<file path="config.mk">
export PLATFORM = sky130hd
export DESIGN_NAME = edge_req_arbiter
export DESIGN_NICKNAME = d
export VERILOG_FILES = /design/src/rtl/edge_arb_pkg.sv /design/src/rtl/edge_req_arbiter_rr_pick.sv /design/src/rtl/edge_req_arbiter.sv
export SDC_FILE = /design/constraint.sdc
export NUM_CORES = 1
export LEC_CHECK = 0
export ABC_CLOCK_PERIOD_IN_PS = 4510
export CAP_MARGIN = 20
export CORE_MARGIN = 2
export CORE_UTILIZATION = 50
export CTS_CLUSTER_SIZE = 30
export DETAILED_ROUTE_END_ITERATION = 8
export PLACE_DENSITY = 0.77
export SLEW_MARGIN = 25
export SYNTH_ARGS = -nofsm -noshare
export SYNTH_HDL_FRONTEND = slang
export SYNTH_SLANG_ARGS = --single-unit
</file>
<file path="constraint.sdc">
create_clock -name clock -period 4.51 [get_ports clock]
set_clock_uncertainty 0.1 [all_clocks]
set_input_delay 0.902 -clock clock [delete_from_list [all_inputs] [get_ports clock]]
set_output_delay 0.902 -clock clock [all_outputs]
set_load 0.05 [all_outputs]
</file>
<file path="src/rtl/edge_arb_pkg.sv">
// edge_arb_pkg: shared types and constants for the edge-triggered round-robin
// arbiter.
//
// Contents:
//   arb_state_t          - arbiter state (IDLE / GRANT / GAP), 2-bit encoding
//   N_REQ_DEF, HOLD_W_DEF - default requester count and hold_len width
//   idx_width()          - width of a requester index (at least 1 bit)
package edge_arb_pkg;

    typedef enum logic [1:0] {
        ST_IDLE  = 2'd0,
        ST_GRANT = 2'd1,
        ST_GAP   = 2'd2
    } arb_state_t;

    localparam int N_REQ_DEF  = 4;
    localparam int HOLD_W_DEF = 2;

    // A single requester still needs a 1-bit index so that port widths stay legal.
    function automatic int idx_width(input int n);
        return (n > 1) ? $clog2(n) : 1;
    endfunction

endpackage

</file>
<file path="src/rtl/edge_req_arbiter_rr_pick.sv">
// rr_pick: combinational round-robin selector.
//
// Searches the pending vector starting one position after last_idx and
// wrapping modulo N_REQ. The first pending requester found wins.
//
// Ports:
//   pend          (in,  N_REQ) registered pending-request bits
//   last_idx      (in,  IDX_W) index of the most recent grantee
//   valid         (out, 1)     at least one request is pending
//   winner_idx    (out, IDX_W) index of the selected requester
//   winner_onehot (out, N_REQ) one-hot form of winner_idx; zero when !valid
//
// Handshake: valid qualifies winner_idx and winner_onehot. There is no ready
// signal. The consumer takes the winner only on a cycle it chooses (IDLE with
// valid high). Holding the winner costs nothing because the selector is
// purely combinational.
module rr_pick
    import edge_arb_pkg::*;
#(
    parameter int N_REQ = N_REQ_DEF,
    localparam int IDX_W = idx_width(N_REQ)
) (
    input  logic [N_REQ-1:0] pend,
    input  logic [IDX_W-1:0] last_idx,
    output logic             valid,
    output logic [IDX_W-1:0] winner_idx,
    output logic [N_REQ-1:0] winner_onehot
);

    logic [IDX_W-1:0] cand;

    // Walk the offsets from farthest to nearest. The nearest pending
    // candidate is written last, so it ends up holding the result.
    always_comb begin
        valid      = 1'b0;
        winner_idx = '0;
        cand       = '0;
        for (int k = N_REQ; k >= 1; k--) begin
            cand = IDX_W'((int'(last_idx) + k) % N_REQ);
            if (pend[cand]) begin
                valid      = 1'b1;
                winner_idx = cand;
            end
        end
        winner_onehot = valid ? (N_REQ'(1) << winner_idx) : '0;
    end

endmodule

</file>
<file path="src/rtl/edge_req_arbiter.sv">
// edge_req_arbiter: round-robin arbiter that shares one timed grant slot among
// N_REQ requesters.
//
// A rising edge on req_in[i] latches a pending bit. The FSM then grants one
// requester at a time for hold_len+1 cycles. Every grant is followed by one
// dead GAP cycle.
//
// Ports:
//   clock     (in,  1)      rising-edge clock
//   rst_n     (in,  1)      asynchronous active-low reset
//   req_in    (in,  N_REQ)  raw request levels; only rising edges matter
//   hold_len  (in,  HOLD_W) grant length minus one, sampled at grant start
//   grant     (out, N_REQ)  registered one-hot grant
//   grant_idx (out, IDX_W)  registered index of current or last grantee
//   busy      (out, 1)      registered, high in GRANT and GAP
//   pend_any  (out, 1)      registered OR of the pending bits
//
// Build option:
//   ARB_SYNC_EN - adds a two-flop synchronizer in front of the edge detector,
//                 for asynchronous request pins. Input-to-grant latency goes
//                 from 2 clocks to 4.
//
// Debug visibility: the FSM state is held in the typed signal 'state'.
module edge_req_arbiter
    import edge_arb_pkg::*;
#(
    parameter int N_REQ  = N_REQ_DEF,
    parameter int HOLD_W = HOLD_W_DEF,
    localparam int IDX_W = idx_width(N_REQ)
) (
    input  logic              clock,
    input  logic              rst_n,
    input  logic [N_REQ-1:0]  req_in,
    input  logic [HOLD_W-1:0] hold_len,
    output logic [N_REQ-1:0]  grant,
    output logic [IDX_W-1:0]  grant_idx,
    output logic              busy,
    output logic              pend_any
);

    arb_state_t        state;
    arb_state_t        state_d;

    logic [N_REQ-1:0]  req_s;
    logic [N_REQ-1:0]  req_q;
    logic [N_REQ-1:0]  req_edge;
    logic [N_REQ-1:0]  pend;
    logic [N_REQ-1:0]  pend_d;
    logic [IDX_W-1:0]  last_idx;
    logic [HOLD_W-1:0] hold_cnt;

    logic              pick_valid;
    logic [IDX_W-1:0]  pick_idx;
    logic [N_REQ-1:0]  pick_onehot;

    logic              grant_start;
    logic              hold_done;
    logic [N_REQ-1:0]  grant_d;
    logic              busy_d;

    // ------------------------------------------------------------------
    // Request conditioning
    // ------------------------------------------------------------------
`ifdef ARB_SYNC_EN
    logic [N_REQ-1:0] sync1;
    logic [N_REQ-1:0] sync2;

    always_ff @(posedge clock or negedge rst_n) begin
        if (!rst_n) begin
            sync1 <= '0;
            sync2 <= '0;
        end else begin
            sync1 <= req_in;
            sync2 <= sync1;
        end
    end

    assign req_s = sync2;
`else
    assign req_s = req_in;
`endif

    // req_q resets low, so a level still high after reset counts as a fresh edge.
    assign req_edge = req_s & ~req_q;

    // ------------------------------------------------------------------
    // Round-robin selection over the registered pending bits
    // ------------------------------------------------------------------
    rr_pick #(
        .N_REQ (N_REQ)
    ) u_rr_pick (
        .pend          (pend),
        .last_idx      (last_idx),
        .valid         (pick_valid),
        .winner_idx    (pick_idx),
        .winner_onehot (pick_onehot)
    );

    // ------------------------------------------------------------------
    // FSM: state register
    // ------------------------------------------------------------------
    always_ff @(posedge clock or negedge rst_n) begin
        if (!rst_n) begin
            state <= ST_IDLE;
        end else begin
            state <= state_d;
        end
    end

    // ------------------------------------------------------------------
    // FSM: next-state logic
    // ------------------------------------------------------------------
    always_comb begin
        state_d = state;
        case (state)
            ST_IDLE:  if (pick_valid) state_d = ST_GRANT;
            ST_GRANT: if (hold_cnt == '0) state_d = ST_GAP;
            ST_GAP:   state_d = ST_IDLE;
            default:  state_d = ST_IDLE;
        endcase
    end

    // ------------------------------------------------------------------
    // FSM: output and datapath decode (values registered below)
    // ------------------------------------------------------------------
    always_comb begin
        grant_start = (state == ST_IDLE) && pick_valid;
        hold_done   = (state == ST_GRANT) && (hold_cnt == '0);

        grant_d = '0;
        if (grant_start) begin
            grant_d = pick_onehot;
        end else if ((state == ST_GRANT) && !hold_done) begin
            grant_d = grant;
        end

        busy_d = (state_d != ST_IDLE);

        // Clear the winner's bit first and then OR in new edges. This way an
        // edge that arrives on the grant-start cycle is kept rather than lost.
        pend_d = (pend & ~(grant_start ? pick_onehot : '0)) | req_edge;
    end

    // ------------------------------------------------------------------
    // Registered datapath
    // ------------------------------------------------------------------
    always_ff @(posedge clock or negedge rst_n) begin
        if (!rst_n) begin
            req_q     <= '0;
            pend      <= '0;
            pend_any  <= 1'b0;
            grant     <= '0;
            grant_idx <= '0;
            busy      <= 1'b0;
            hold_cnt  <= '0;
            last_idx  <= IDX_W'(N_REQ - 1);
        end else begin
            req_q    <= req_s;
            pend     <= pend_d;
            pend_any <= |pend_d;
            grant    <= grant_d;
            busy     <= busy_d;
            if (grant_start) begin
                grant_idx <= pick_idx;
                last_idx  <= pick_idx;
                hold_cnt  <= hold_len;
            end else if ((state == ST_GRANT) && (hold_cnt != '0)) begin
                hold_cnt <= hold_cnt - HOLD_W'(1);
            end
        end
    end

endmodule
</file>
After elaboration in Yosys (flattened, before gate mapping) --
Cells that the tools add are included.
Word-level totals: input bits 8, register bits after elaboration 22
Operators by class: $lt $le $gt $ge 4, add/sub/neg operators 5, reductions and logical operators 11, multiplexer cells 25, shift operators 1, equal/unequal tests 2, bitwise operators 5
Operators with widths (count):
- 2-bit 2-to-1 mux | 8
- 4-bit 2-to-1 mux | 4
- 2-bit by 3-bit < comparator with 1-bit output (second input constant) | 4
- 4-bit AND | 2
- 1-bit binary-select mux with 2-bit select | 4
- 1-bit 2-to-1 mux | 8
- 4-bit inverter | 2
- 2-bit nonzero test | 3
- 2-bit by 1-bit adder with 2-bit output (second input constant) | 2
- 2-bit adder (second input constant) | 2
- 1-bit logical AND | 4
- 2-bit zero test | 2
- 4-bit bitwise OR | 1
- 2-bit one-hot mux with 2 select lines | 1
- 4-bit OR reduction | 1
- 1-bit by 2-bit left shift with 4-bit output (first input constant) | 1
- 2-bit by 1-bit equality test with 1-bit output (second input constant) | 1
- 2-bit != test (second input constant) | 1
- 2-bit by 1-bit subtractor with 2-bit output (second input constant) | 1
- 1-bit zero test | 1

Logic depth before layout (Yosys ltp) --
depth in word-level cells 14, depth in mapped cells 6, mapped depth without buffers 6

By module --
Synthesis repeated with hierarchy kept, for this count alone.
Unflattened totals: cells, all modules 106, area total of the unflattened synthesis 1147.4 um^2
Modules (own cells, without submodules):
- edge_req_arbiter | times used 1, sequential area each 553.0 um^2, area each 928.4 um^2, cells each 74
- rr_pick | times used 1, sequential area each 0.0 um^2, area each 219.0 um^2, cells each 32

Least setup slack after synthesis --
OpenSTA, ideal clock, no wires.
kind input port to flip-flop, start point in req_in[0], end point reg pend_any, arrival 1.872 ns, path slack 2.399 ns, required time 4.272 ns, stages on the path 4, cells stage by stage nor2b_1 nand2b_1 o32a_1 or4_1
On the way: word-level cells in the longest chain between the ends 3
Ends and longest elaborated chain:
- from (decl) | line edge_req_arbiter.sv:33 | input logic [N_REQ-1:0] req_in,
- 4-bit AND | line edge_req_arbiter.sv:84 | assign req_edge = req_s & ~req_q;
- 4-bit bitwise OR | line edge_req_arbiter.sv:141 | pend_d = (pend & ~(grant_start ? pick_onehot : '0)) | req_edge;
- net pend_d[0] | line edge_req_arbiter.sv:48 | logic [N_REQ-1:0] pend_d;
- 4-bit OR reduction | line edge_req_arbiter.sv:160 | pend_any <= |pend_d;
- to (signal assigned) | line edge_req_arbiter.sv:160
- to (decl) | line edge_req_arbiter.sv:38 | output logic pend_any
The timed path passes the listed nets, and every way through them passes these cells. A chain may end at the register's enable or synchronous reset.

Final worst setup path --
start point reg grant[2], end point out grant[2]
RTL lines:
- from (decl) | line edge_req_arbiter.sv:35 | output logic [N_REQ-1:0] grant,
- from (signal assigned) | line edge_req_arbiter.sv:161 | grant <= grant_d;
No word-level cell between the ends.

==> flow_metrics.tcl <==
set metrics [dict create \
    slew_headroom 0.454 \
    r2r_slack_ps 2260 \
    p_switching_mw 0.356 \
    syn_inst 84 \
    synthXorXnorAreaFrac 0.00950 \
    setup_viol 0 \
    cp_slowest_cell "clkdlybuf4s50_1" \
    crit_type "register to output pin" \
    drc 0 \
    clock-sinks 22 \
    ctsHoldBuffers 0 \
    timing.max_cap.violations 0 \
    numCtsBuffers 3 \
    io_buffer_count 15 \
    synth-edff-count 0 \
    postCtsSetupBuffers 0 \
    report.final.slew_viol_count 0 \
    clock_tree.buffer_depth 2 \
    gp_congestion 0.780 \
    critPathRequiredTime_ps 3510 \
    hold_viol_final 0 \
    synth_compound_area_frac 0.163 \
    vdd_ir_drop_max_uv 412 \
    min_path_type "register to register" \
    synth_warnings 0 \
    cp_top_family "buffers and inverters" \
    clock_tree.root_cell "clkbuf_4" \
    ios 16 \
    synth-simple-area-share 0.170 \
    cts_resized 0 \
    wl_per_cell_um 12.8 \
    synth_area_leaders "dfrtp_1 (54%), dfstp_2 (5.7%), nor2_1 (3.7%), inv_1 (2.8%), nand2_1 (2.8%)" \
    worstSetupEndpointType "output pin" \
    final_cell_count_no_fill 127 \
    fp.dieW_um 46.9 \
    path_clk_slew_ps 120 \
    synth_top_area_frac 0.543 \
    viasPerCell 5.28 \
    p_comb_frac 0.489 \
    grt_max_degree 23 \
    nets 112 \
    muxShareOfSynthArea 0.0109 \
    switching_share 0.427 \
    syn2layout_area_growth_pct 22.5 \
    fp.dieH_um 46.9 \
    grt_pass1_vias 610 \
    grtUsageTotal 0.182 \
    clk_latency_ps 310 \
    p_seq_frac 0.383 \
    synth_fa_ha_area_frac 0.0136 \
    final_antenna_net_count 0 \
    avgSynthCellArea_um2 11.0 \
    p_per_area_mw_per_mm2 738 \
    worst_pin_slew_ps 817 \
    synth_top_area_cell "dfrtp_1" \
    h-tree-depth 1 \
    synth_cell_types 28 \
    hpwl_um 1210 \
    drtPass1Iterations 4 \
    num_rows 15 \
    crit_path_max_incr_delay_ps 800 \
    yosysSeqAreaShare 0.600 \
    worstPathCellList "clkdlybuf4s50_1" \
    setup-tns-final_ps 0 \
    overflow 0 \
    drt-total-wl_um 1620 \
    internal_power_mw 0.478 \
    yosysMostFrequentCell "dfrtp_1" \
    synth_top_family_by_area "simple AND/OR/NAND/NOR gates" \
    start_util 0.534 \
    cp-start-kind "register" \
    p_leak_nw 0.504 \
    status "completed" \
    ys_async_sr_fraction 1.00 \
    vias 671 \
    coreArea_mm2 0.00173 \
    crit_arrival_ps 1490 \
    syn_area_um2 922 \
    clockPowerShare 0.128 \
    dieArea_mm2 0.00220 \
    drive_above_1_share 0.0882 \
    period_minus_slack_ps 2490 \
    grt_pass1_wl_um 2810 \
    period_share 0.552 \
    dp_cells 123 \
    ys_ff_latch 22 \
    n_antenna_cell 0 \
    synthTopCellsByCount "dfrtp_1 (20), nor2_1 (9), inv_1 (7), nand2_1 (7), o21ai_0 (5)" \
    syn_nets 93 \
    max_freq_mhz 402 \
    rsz0062_at_grt "no" \
    antenna_found_initial 0 \
    synth_flop_cell "dfrtp_1" \
    worstPathMaxFanout 2 \
    drt-initial-drc-count 14 \
    crit_buf_inv 1 \
    cts_tree "yes" \
]
-- registers in the layout, indices dropped and copies added (netlist names) --
name       flops
last_idx       2
hold_cnt       2
grant_idx      2
state          2
pend_any       1
busy           1
req_q          4
pend           4
grant          4
-- cell families after synthesis --
family / count (synthesis)
flip-flops: 22
multiplexers: 1
AND/OR/NAND/NOR: 30
adder cells (fa/ha/maj): 1
XOR/XNOR: 1
buffers and inverters: 8
AO/OA/AOI/OAI: 21
-- power groups by stage --
| stage | clock network (mW) | logic (mW) | registers (mW) |
|---|---|---|---|
| detailed placement | 0 | 0.407 | 0.324 |
| global route | 0.118 | 0.458 | 0.329 |
| finish | 0.106 | 0.408 | 0.319 |
| global placement | 0 | 0.402 | 0.319 |
| floorplan | 0 | 0.228 | 0.389 |
| CTS | 0.110 | 0.409 | 0.320 |
-- worst paths after layout --
check                      cells after the start      endpoint    startpoint
setup / recovery                               1      grant[2]      grant[2]
hold / removal                                 2  grant_idx[1]  grant_idx[1]
setup reg to reg                               5      pend_any   last_idx[1]
hold reg to reg                                2  grant_idx[1]  grant_idx[1]
max in group asynchronous                      1   last_idx[0]         rst_n
min in group asynchronous                      1      req_q[0]         rst_n
-- per-layer routing --
layer / global-route usage / part of all wire / vias up / wire length (um)
li1: - / - / 330 / -
met1: 0.272 / 0.52 / 324 / 840
met2: 0.263 / 0.44 / 13 / 713
met3: 0.0346 / 0.028 / 4 / 46
met4: 0.0667 / 0.015 / 0 / 24
met5: 0 / 0 / - / 0
-- metrics by stage --
stage | hold slack (ps) | power (mW) | cell area, um^2 | worst slack, ps | utilization
2_1_floorplan | 339 | 0.617 | 922 | 2400 | -
3_3_place_gp | 358 | 0.721 | 1100 | 1950 | 0.636
3_5_place_dp | 374 | 0.731 | 1100 | 1910 | 0.636
4_1_cts | 398 | 0.839 | 1130 | 2010 | 0.657
5_1_grt | 422 | 0.905 | 1130 | 1960 | 0.654
6_report | 390 | 0.834 | 1130 | 2020 | 0.654
-- worst reg2reg max path: cells and delay by family, from the launching register on --
kind	cells	cell delay, ps
compound gates	3	700
simple gates	1	530
mux	1	200
flops	1	610
-- cell usage in the layout, fill, tap and decap left out, types with 2 or more instances in the layout --
cell | synthesis | layout
a21oi_1 | 3 | 3
nor2b_1 | 4 | 4
dfstp_2 | 2 | 2
inv_1 | 7 | 7
clkbuf_4 | 0 | 3
nand2_1 | 7 | 7
a221o_1 | 2 | 2
o21ai_0 | 5 | 5
a21boi_0 | 2 | 2
and3b_1 | 2 | 2
nor2_1 | 9 | 9
a22o_1 | 2 | 2
clkdlybuf4s50_1 | 0 | 14
dfrtp_1 | 20 | 20
or4_1 | 2 | 2
nand2b_1 | 3 | 3
-- final cells by class --
type	instances	area [um^2]
clock buffers	4	36.3
fillers	150	597
well taps	25	31.3
repair buffers	15	145
flip-flops and latches	22	553
inverters	7	26.3
multi-input cells	54	338
Note: power is estimated with default switching activity, not from simulation.
